[src/rtl/mux_n21_pipe_if.sv]
// rtl/mux_n21_pipe_if.sv - select/data bundle for the pipelined N:1 forwarding mux
interface mux_n21_pipe_if #(
  parameter int WIDTH  = 32,
  parameter int NUM_IN = 4
);
  localparam int SEL_W = $clog2(NUM_IN);

  logic [NUM_IN*WIDTH-1:0] w_input_x;
  logic [SEL_W-1:0]        w_ctrl_x;
  logic                    w_valid_in_1;
  logic                    w_stall_1;
  logic                    w_flush_1;
  logic                    w_err_clr_1;
  logic [WIDTH-1:0]        w_out_x;
  logic                    w_valid_out_1;
  logic [SEL_W-1:0]        w_sel_out_x;
  logic                    w_sel_err_1;

  // Upstream side: supplies candidates, select and pipeline control.
  modport master (
    output w_input_x, w_ctrl_x, w_valid_in_1, w_stall_1, w_flush_1, w_err_clr_1,
    input  w_out_x, w_valid_out_1, w_sel_out_x, w_sel_err_1
  );

  // Mux side: consumes candidates and presents the registered result.
  modport slave (
    input  w_input_x, w_ctrl_x, w_valid_in_1, w_stall_1, w_flush_1, w_err_clr_1,
    output w_out_x, w_valid_out_1, w_sel_out_x, w_sel_err_1
  );
endinterface

[src/rtl/mux_n21_pipe.sv]
// rtl/mux_n21_pipe.sv - N:1 select mux with registered output; MUX_PIPE2_EN adds a second stage
module mux_n21_pipe #(
  parameter int WIDTH  = 32,
  parameter int NUM_IN = 4
) (
  input  logic          w_clk,
  input  logic          w_rst_n,
  mux_n21_pipe_if.slave bus
);
  localparam int SEL_W = $clog2(NUM_IN);

  logic [WIDTH-1:0] sel_data;
  logic             sel_oor;
  logic [31:0]      sel_wide;
  logic             load;
  logic             err_set;

  logic [WIDTH-1:0] s1_data;
  logic             s1_valid;
  logic [SEL_W-1:0] s1_sel;
  logic             sel_err;

  assign load     = !bus.w_flush_1 && !bus.w_stall_1;
  assign sel_wide = 32'(bus.w_ctrl_x);
  assign sel_oor  = (sel_wide >= 32'(NUM_IN));
  // Only a qualified load may raise the error; stalled or flushed cycles never do.
  assign err_set  = load && bus.w_valid_in_1 && sel_oor;

  // Select the addressed candidate; an unmatched (out-of-range) select yields zero.
  always_comb begin
    sel_data = '0;
    for (int k = 0; k < NUM_IN; k++) begin
      if (bus.w_ctrl_x == SEL_W'(k)) begin
        sel_data = bus.w_input_x[k*WIDTH +: WIDTH];
      end
    end
  end

  // Stage 1: flush bubbles data/valid but keeps the last select, stall holds everything.
  always_ff @(posedge w_clk or negedge w_rst_n) begin
    if (!w_rst_n) begin
      s1_data  <= '0;
      s1_valid <= 1'b0;
      s1_sel   <= '0;
    end else if (bus.w_flush_1) begin
      s1_data  <= '0;
      s1_valid <= 1'b0;
    end else if (!bus.w_stall_1) begin
      s1_data  <= sel_data;
      s1_valid <= bus.w_valid_in_1;
      s1_sel   <= bus.w_ctrl_x;
    end
  end

  // Sticky select error: a new error beats a simultaneous clear, clear works even while held.
  always_ff @(posedge w_clk or negedge w_rst_n) begin
    if (!w_rst_n) begin
      sel_err <= 1'b0;
    end else if (err_set) begin
      sel_err <= 1'b1;
    end else if (bus.w_err_clr_1) begin
      sel_err <= 1'b0;
    end
  end

  assign bus.w_sel_err_1 = sel_err;

`ifdef MUX_PIPE2_EN
  logic [WIDTH-1:0] s2_data;
  logic             s2_valid;
  logic [SEL_W-1:0] s2_sel;

  // Stage 2: same hold/bubble rules as stage 1 so both stages move in lockstep.
  always_ff @(posedge w_clk or negedge w_rst_n) begin
    if (!w_rst_n) begin
      s2_data  <= '0;
      s2_valid <= 1'b0;
      s2_sel   <= '0;
    end else if (bus.w_flush_1) begin
      s2_data  <= '0;
      s2_valid <= 1'b0;
    end else if (!bus.w_stall_1) begin
      s2_data  <= s1_data;
      s2_valid <= s1_valid;
      s2_sel   <= s1_sel;
    end
  end

  assign bus.w_out_x       = s2_data;
  assign bus.w_valid_out_1 = s2_valid;
  assign bus.w_sel_out_x   = s2_sel;
`else
  assign bus.w_out_x       = s1_data;
  assign bus.w_valid_out_1 = s1_valid;
  assign bus.w_sel_out_x   = s1_sel;
`endif

endmodule

[src/flat_wrapper.sv]
// flat-port wrapper written by rule: the top's interface ports become plain ports
module mux_n21_pipe_flat 
#(
  parameter int WIDTH  = 32,
  parameter int NUM_IN = 4
)
  (w_clk, w_rst_n, bus_w_input_x, bus_w_ctrl_x, bus_w_valid_in_1, bus_w_stall_1, bus_w_flush_1, bus_w_err_clr_1, bus_w_out_x, bus_w_valid_out_1, bus_w_sel_out_x, bus_w_sel_err_1);
  mux_n21_pipe_if #(.WIDTH(WIDTH), .NUM_IN(NUM_IN)) bus_i ();
  input  logic w_clk;
  input  logic w_rst_n;
  input wire logic [$bits(bus_i.w_input_x)-1:0] bus_w_input_x;
  input wire logic [$bits(bus_i.w_ctrl_x)-1:0] bus_w_ctrl_x;
  input wire logic [$bits(bus_i.w_valid_in_1)-1:0] bus_w_valid_in_1;
  input wire logic [$bits(bus_i.w_stall_1)-1:0] bus_w_stall_1;
  input wire logic [$bits(bus_i.w_flush_1)-1:0] bus_w_flush_1;
  input wire logic [$bits(bus_i.w_err_clr_1)-1:0] bus_w_err_clr_1;
  output wire logic [$bits(bus_i.w_out_x)-1:0] bus_w_out_x;
  output wire logic [$bits(bus_i.w_valid_out_1)-1:0] bus_w_valid_out_1;
  output wire logic [$bits(bus_i.w_sel_out_x)-1:0] bus_w_sel_out_x;
  output wire logic [$bits(bus_i.w_sel_err_1)-1:0] bus_w_sel_err_1;
  assign bus_i.w_input_x = bus_w_input_x;
  assign bus_i.w_ctrl_x = bus_w_ctrl_x;
  assign bus_i.w_valid_in_1 = bus_w_valid_in_1;
  assign bus_i.w_stall_1 = bus_w_stall_1;
  assign bus_i.w_flush_1 = bus_w_flush_1;
  assign bus_i.w_err_clr_1 = bus_w_err_clr_1;
  assign bus_w_out_x = bus_i.w_out_x;
  assign bus_w_valid_out_1 = bus_i.w_valid_out_1;
  assign bus_w_sel_out_x = bus_i.w_sel_out_x;
  assign bus_w_sel_err_1 = bus_i.w_sel_err_1;
  mux_n21_pipe #(.WIDTH(WIDTH), .NUM_IN(NUM_IN)) u_core (.w_clk(w_clk), .w_rst_n(w_rst_n), .bus(bus_i));
endmodule
[config.mk]
export PLATFORM = sky130hd
export DESIGN_NAME = mux_n21_pipe_flat
export DESIGN_NICKNAME = d
export VERILOG_FILES = /design/src/rtl/mux_n21_pipe_if.sv /design/src/rtl/mux_n21_pipe.sv /design/src/flat_wrapper.sv
export SDC_FILE = /design/constraint.sdc
export NUM_CORES = 1
export LEC_CHECK = 0
export ABC_AREA = 0
export CORE_UTILIZATION = 32
export CTS_CLUSTER_SIZE = 20
export DETAILED_ROUTE_END_ITERATION = 8
export PLACE_DENSITY_LB_ADDON = 0.15
export REMOVE_ABC_BUFFERS = 1
export SYNTH_ARGS = -nofsm -noshare
export SYNTH_HDL_FRONTEND = slang
export SYNTH_SLANG_ARGS = --single-unit
[constraint.sdc]
create_clock -name w_clk -period 0.8 [get_ports w_clk]
set_clock_uncertainty 0.1 [all_clocks]
set_input_delay 0.08 -clock w_clk [delete_from_list [all_inputs] [get_ports w_clk]]
set_output_delay 0.08 -clock w_clk [all_outputs]
set_load 0.01 [all_outputs]
==> impl_metrics.json <==
{
  "status": "finished with violations",
  "violations": "setup timing",
  "yosysSeqAreaShare": 0.363,
  "setup_viol": 68,
  "path_class": "register to primary output",
  "switching_share": 0.264,
  "core_sq_um": 7290,
  "final_cell_area_sq_um": 4610,
  "antenna_found_initial": 1,
  "ios": 172,
  "postLayoutCoreUtil": 0.633,
  "die_w_um": 88.9,
  "worstPathRequired_ps": 620,
  "hold_path_class": "input pin to asynchronous set/reset pin",
  "cp-start-kind": "register",
  "clk_pin_slew_ps": 70,
  "post-route-period-util": 1.25,
  "yosys_warnings": 0,
  "routedWlPerCell_um": 16.4,
  "p_per_area_nw_per_um2": 1170,
  "grt_max_degree": 31,
  "critPathTopFamily": "flip-flops",
  "cts_tree": "done",
  "synth_area_leaders": "dfrtp_1 36%, mux2i_1 27%, o221ai_2 18%",
  "insertion_delay_ps": 280,
  "syn_area_sq_um": 2420,
  "grt_pass1_vias": 2526,
  "cp_slowest_stage_delay_ps": 410,
  "crit_chain": "buf_6",
  "root_buffer": "clkbuf_8",
  "ir_worst_vdd_v": 0.000644,
  "num_vias": 2392,
  "arrival_ps": 820,
  "start_util": 0.331,
  "overflow": 0,
  "num_rows": 31,
  "clk_path_buf_depth": 2,
  "maxCapViolCount": 0,
  "dpl_cell_area_sq_um": 4390,
  "end_kind": "primary output",
  "wirelength_um": 8050,
  "postSynthCellCount": 195,
  "cts_max_level": 2,
  "drtIter0Drc": 90,
  "cts_sinks": 35,
  "die-area_sq_um": 7900,
  "yosysTopAreaCell": "dfrtp_1",
  "die_height_um": 88.9,
  "seqPwrFrac": 0.372,
  "viasPerCell": 4.87,
  "grtUsageMet1": 0.230,
  "yosysTopAreaCellShare": 0.363,
  "slowest_stage": "dfrtp_1",
  "crit_path_max_fanout": 2,
  "syn_area_per_cell_sq_um": 12.4,
  "grt-busiest-layer": "met2",
  "hold_viol_final": 0,
  "dp_hpwl_um": 6010,
  "io_buffers": 169,
  "ys_ff_latch": 35,
  "rsz0062_at_grt": "true",
  "fin_ws_ps": -204,
  "internal_power_mw": 3.96,
  "p_leak_nw": 2.06,
  "maxSlewViolCount": 0,
  "combPwrFrac": 0.366,
  "met3_usage": 0.0434,
  "gp_congestion": 0.737,
  "cts_buffers": 5,
  "grtUsageTotal": 0.206,
  "holdWs_ps": 110,
  "yosysUniqueCellTypes": 16,
  "grt_pass1_wl_um": 12200,
  "max_freq_mhz": 996,
  "drc": 0,
  "power_frac_clock": 0.262,
  "final_nets": 526,
  "period_minus_slack_ps": 1000,
  "switching_power_mw": 1.42,
  "drive_above_1_share": 0.317,
  "ant_nets": 0,
  "dr.pass1.iters": 5,
  "syn2layout_area_growth_pct": 91.0,
  "path_buf_inv": 1,
  "grtUsageMet2": 0.388
}
==> layer usage <==
layer / up-vias / wire length (um)
met3: 11 / 616
li1: 1155 / -
met5: - / 0
met4: 0 / 154
met1: 1125 / 3090
met2: 101 / 4190
==> what timing repair did <==
item / CTS / global route
pin swaps: 17 / 0
endpoints found under the hold margin: 35 / 0
hold buffers: 1 / 0
gates resized for setup: 179 / 16
setup buffers: 8 / 2
endpoints found under the setup margin: 70 / 69
cloned: 2 / 0
==> final timing paths <==
path | startpoint | end | cells after the start | slack (ps)
max | u_core.bus.w_out_x[2] | bus_w_out_x[2] | 1 | -200
min | w_rst_n | u_core.bus.w_out_x[14] | 2 | 110
max reg2reg | u_core.bus.w_out_x[11] | u_core.bus.w_out_x[11] | 3 | -140
min reg2reg | u_core.bus.w_out_x[10] | u_core.bus.w_out_x[10] | 2 | 440
max in group asynchronous | w_rst_n | u_core.bus.w_out_x[22] | 3 | 70
min in group w_clk | bus_w_flush_1 | u_core.bus.w_out_x[19] | 4 | 140
==> registers in the layout, indices dropped and copies added, names as in the netlist <==
signal	cells
u_core.bus.w_valid_out_1	1
u_core.bus.w_sel_out_x	2
u_core.bus.w_out_x	32
==> cell usage in the layout (no fill, tap or decap), drive strengths merged, types with 2 or more instances in the layout <==
| cell | instances |
|---|---|
| dfrtp | 35 |
| nor2 | 2 |
| o221ai | 32 |
| nand3b | 32 |
| buf | 81 |
| clkbuf | 8 |
| clkdlybuf4s50 | 129 |
| mux2i | 65 |
==> cell families (layout without fill, tap and decap cells) <==
group                  after synthesis  after routing  share of synthesized area
buffers and inverters               23            219                     0.0585
muxes                               66             66                      0.274
other                                1              2                    0.00155
DFF                                 35             35                      0.363
AOI/OAI and AO/OA                   33             33                      0.193
and+or+nand+nor                     37             37                      0.110
==> per-stage QoR <==
| stage | setup TNS (ps) | worst slack (ps) | cells | total power [mW] |
|---|---|---|---|---|
| final | -9990 | -204 | 491 | 5.38 |
| after global routing | -12020 | -239 | 491 | 5.65 |
| after CTS | -10040 | -212 | 488 | 5.37 |
| after detailed placement | -41120 | -961 | 473 | 3.95 |
| after global placement | -40550 | -936 | 473 | 3.92 |
| after floorplan | -27740 | -899 | 172 | 2.56 |
==> synth_stat cells <==
library cell,number
mux2_2,1
conb_1,1
o221ai_2,29
buf_4,2
nor2_1,2
o221ai_1,3
nand3b_1,32
dfrtp_1,35
o21ai_0,1
or3b_1,1
nand2_1,1
clkbuf_1,8
buf_6,5
or3_1,1
buf_2,8
mux2i_1,65
==> power groups by stage <==
stage                     logic, mW  clock network [mW]  registers, mW
final                          1.97                1.41           2.00
after global routing           2.11                1.52           2.02
after CTS                      1.93                1.46           1.99
after detailed placement       1.93                   0           2.01
after global placement         1.91                   0           2.02
after floorplan               0.485                   0           2.08
==> cell type report <==
class	instances	area [sq um]
fillers	661	2680
repair buffers	211	2080
multi-input cells	137	1430
flip-flops and latches	35	876
well taps	99	124
clock buffers	8	100
diodes	1	2.50
Power figures use the tool's default switching activity.
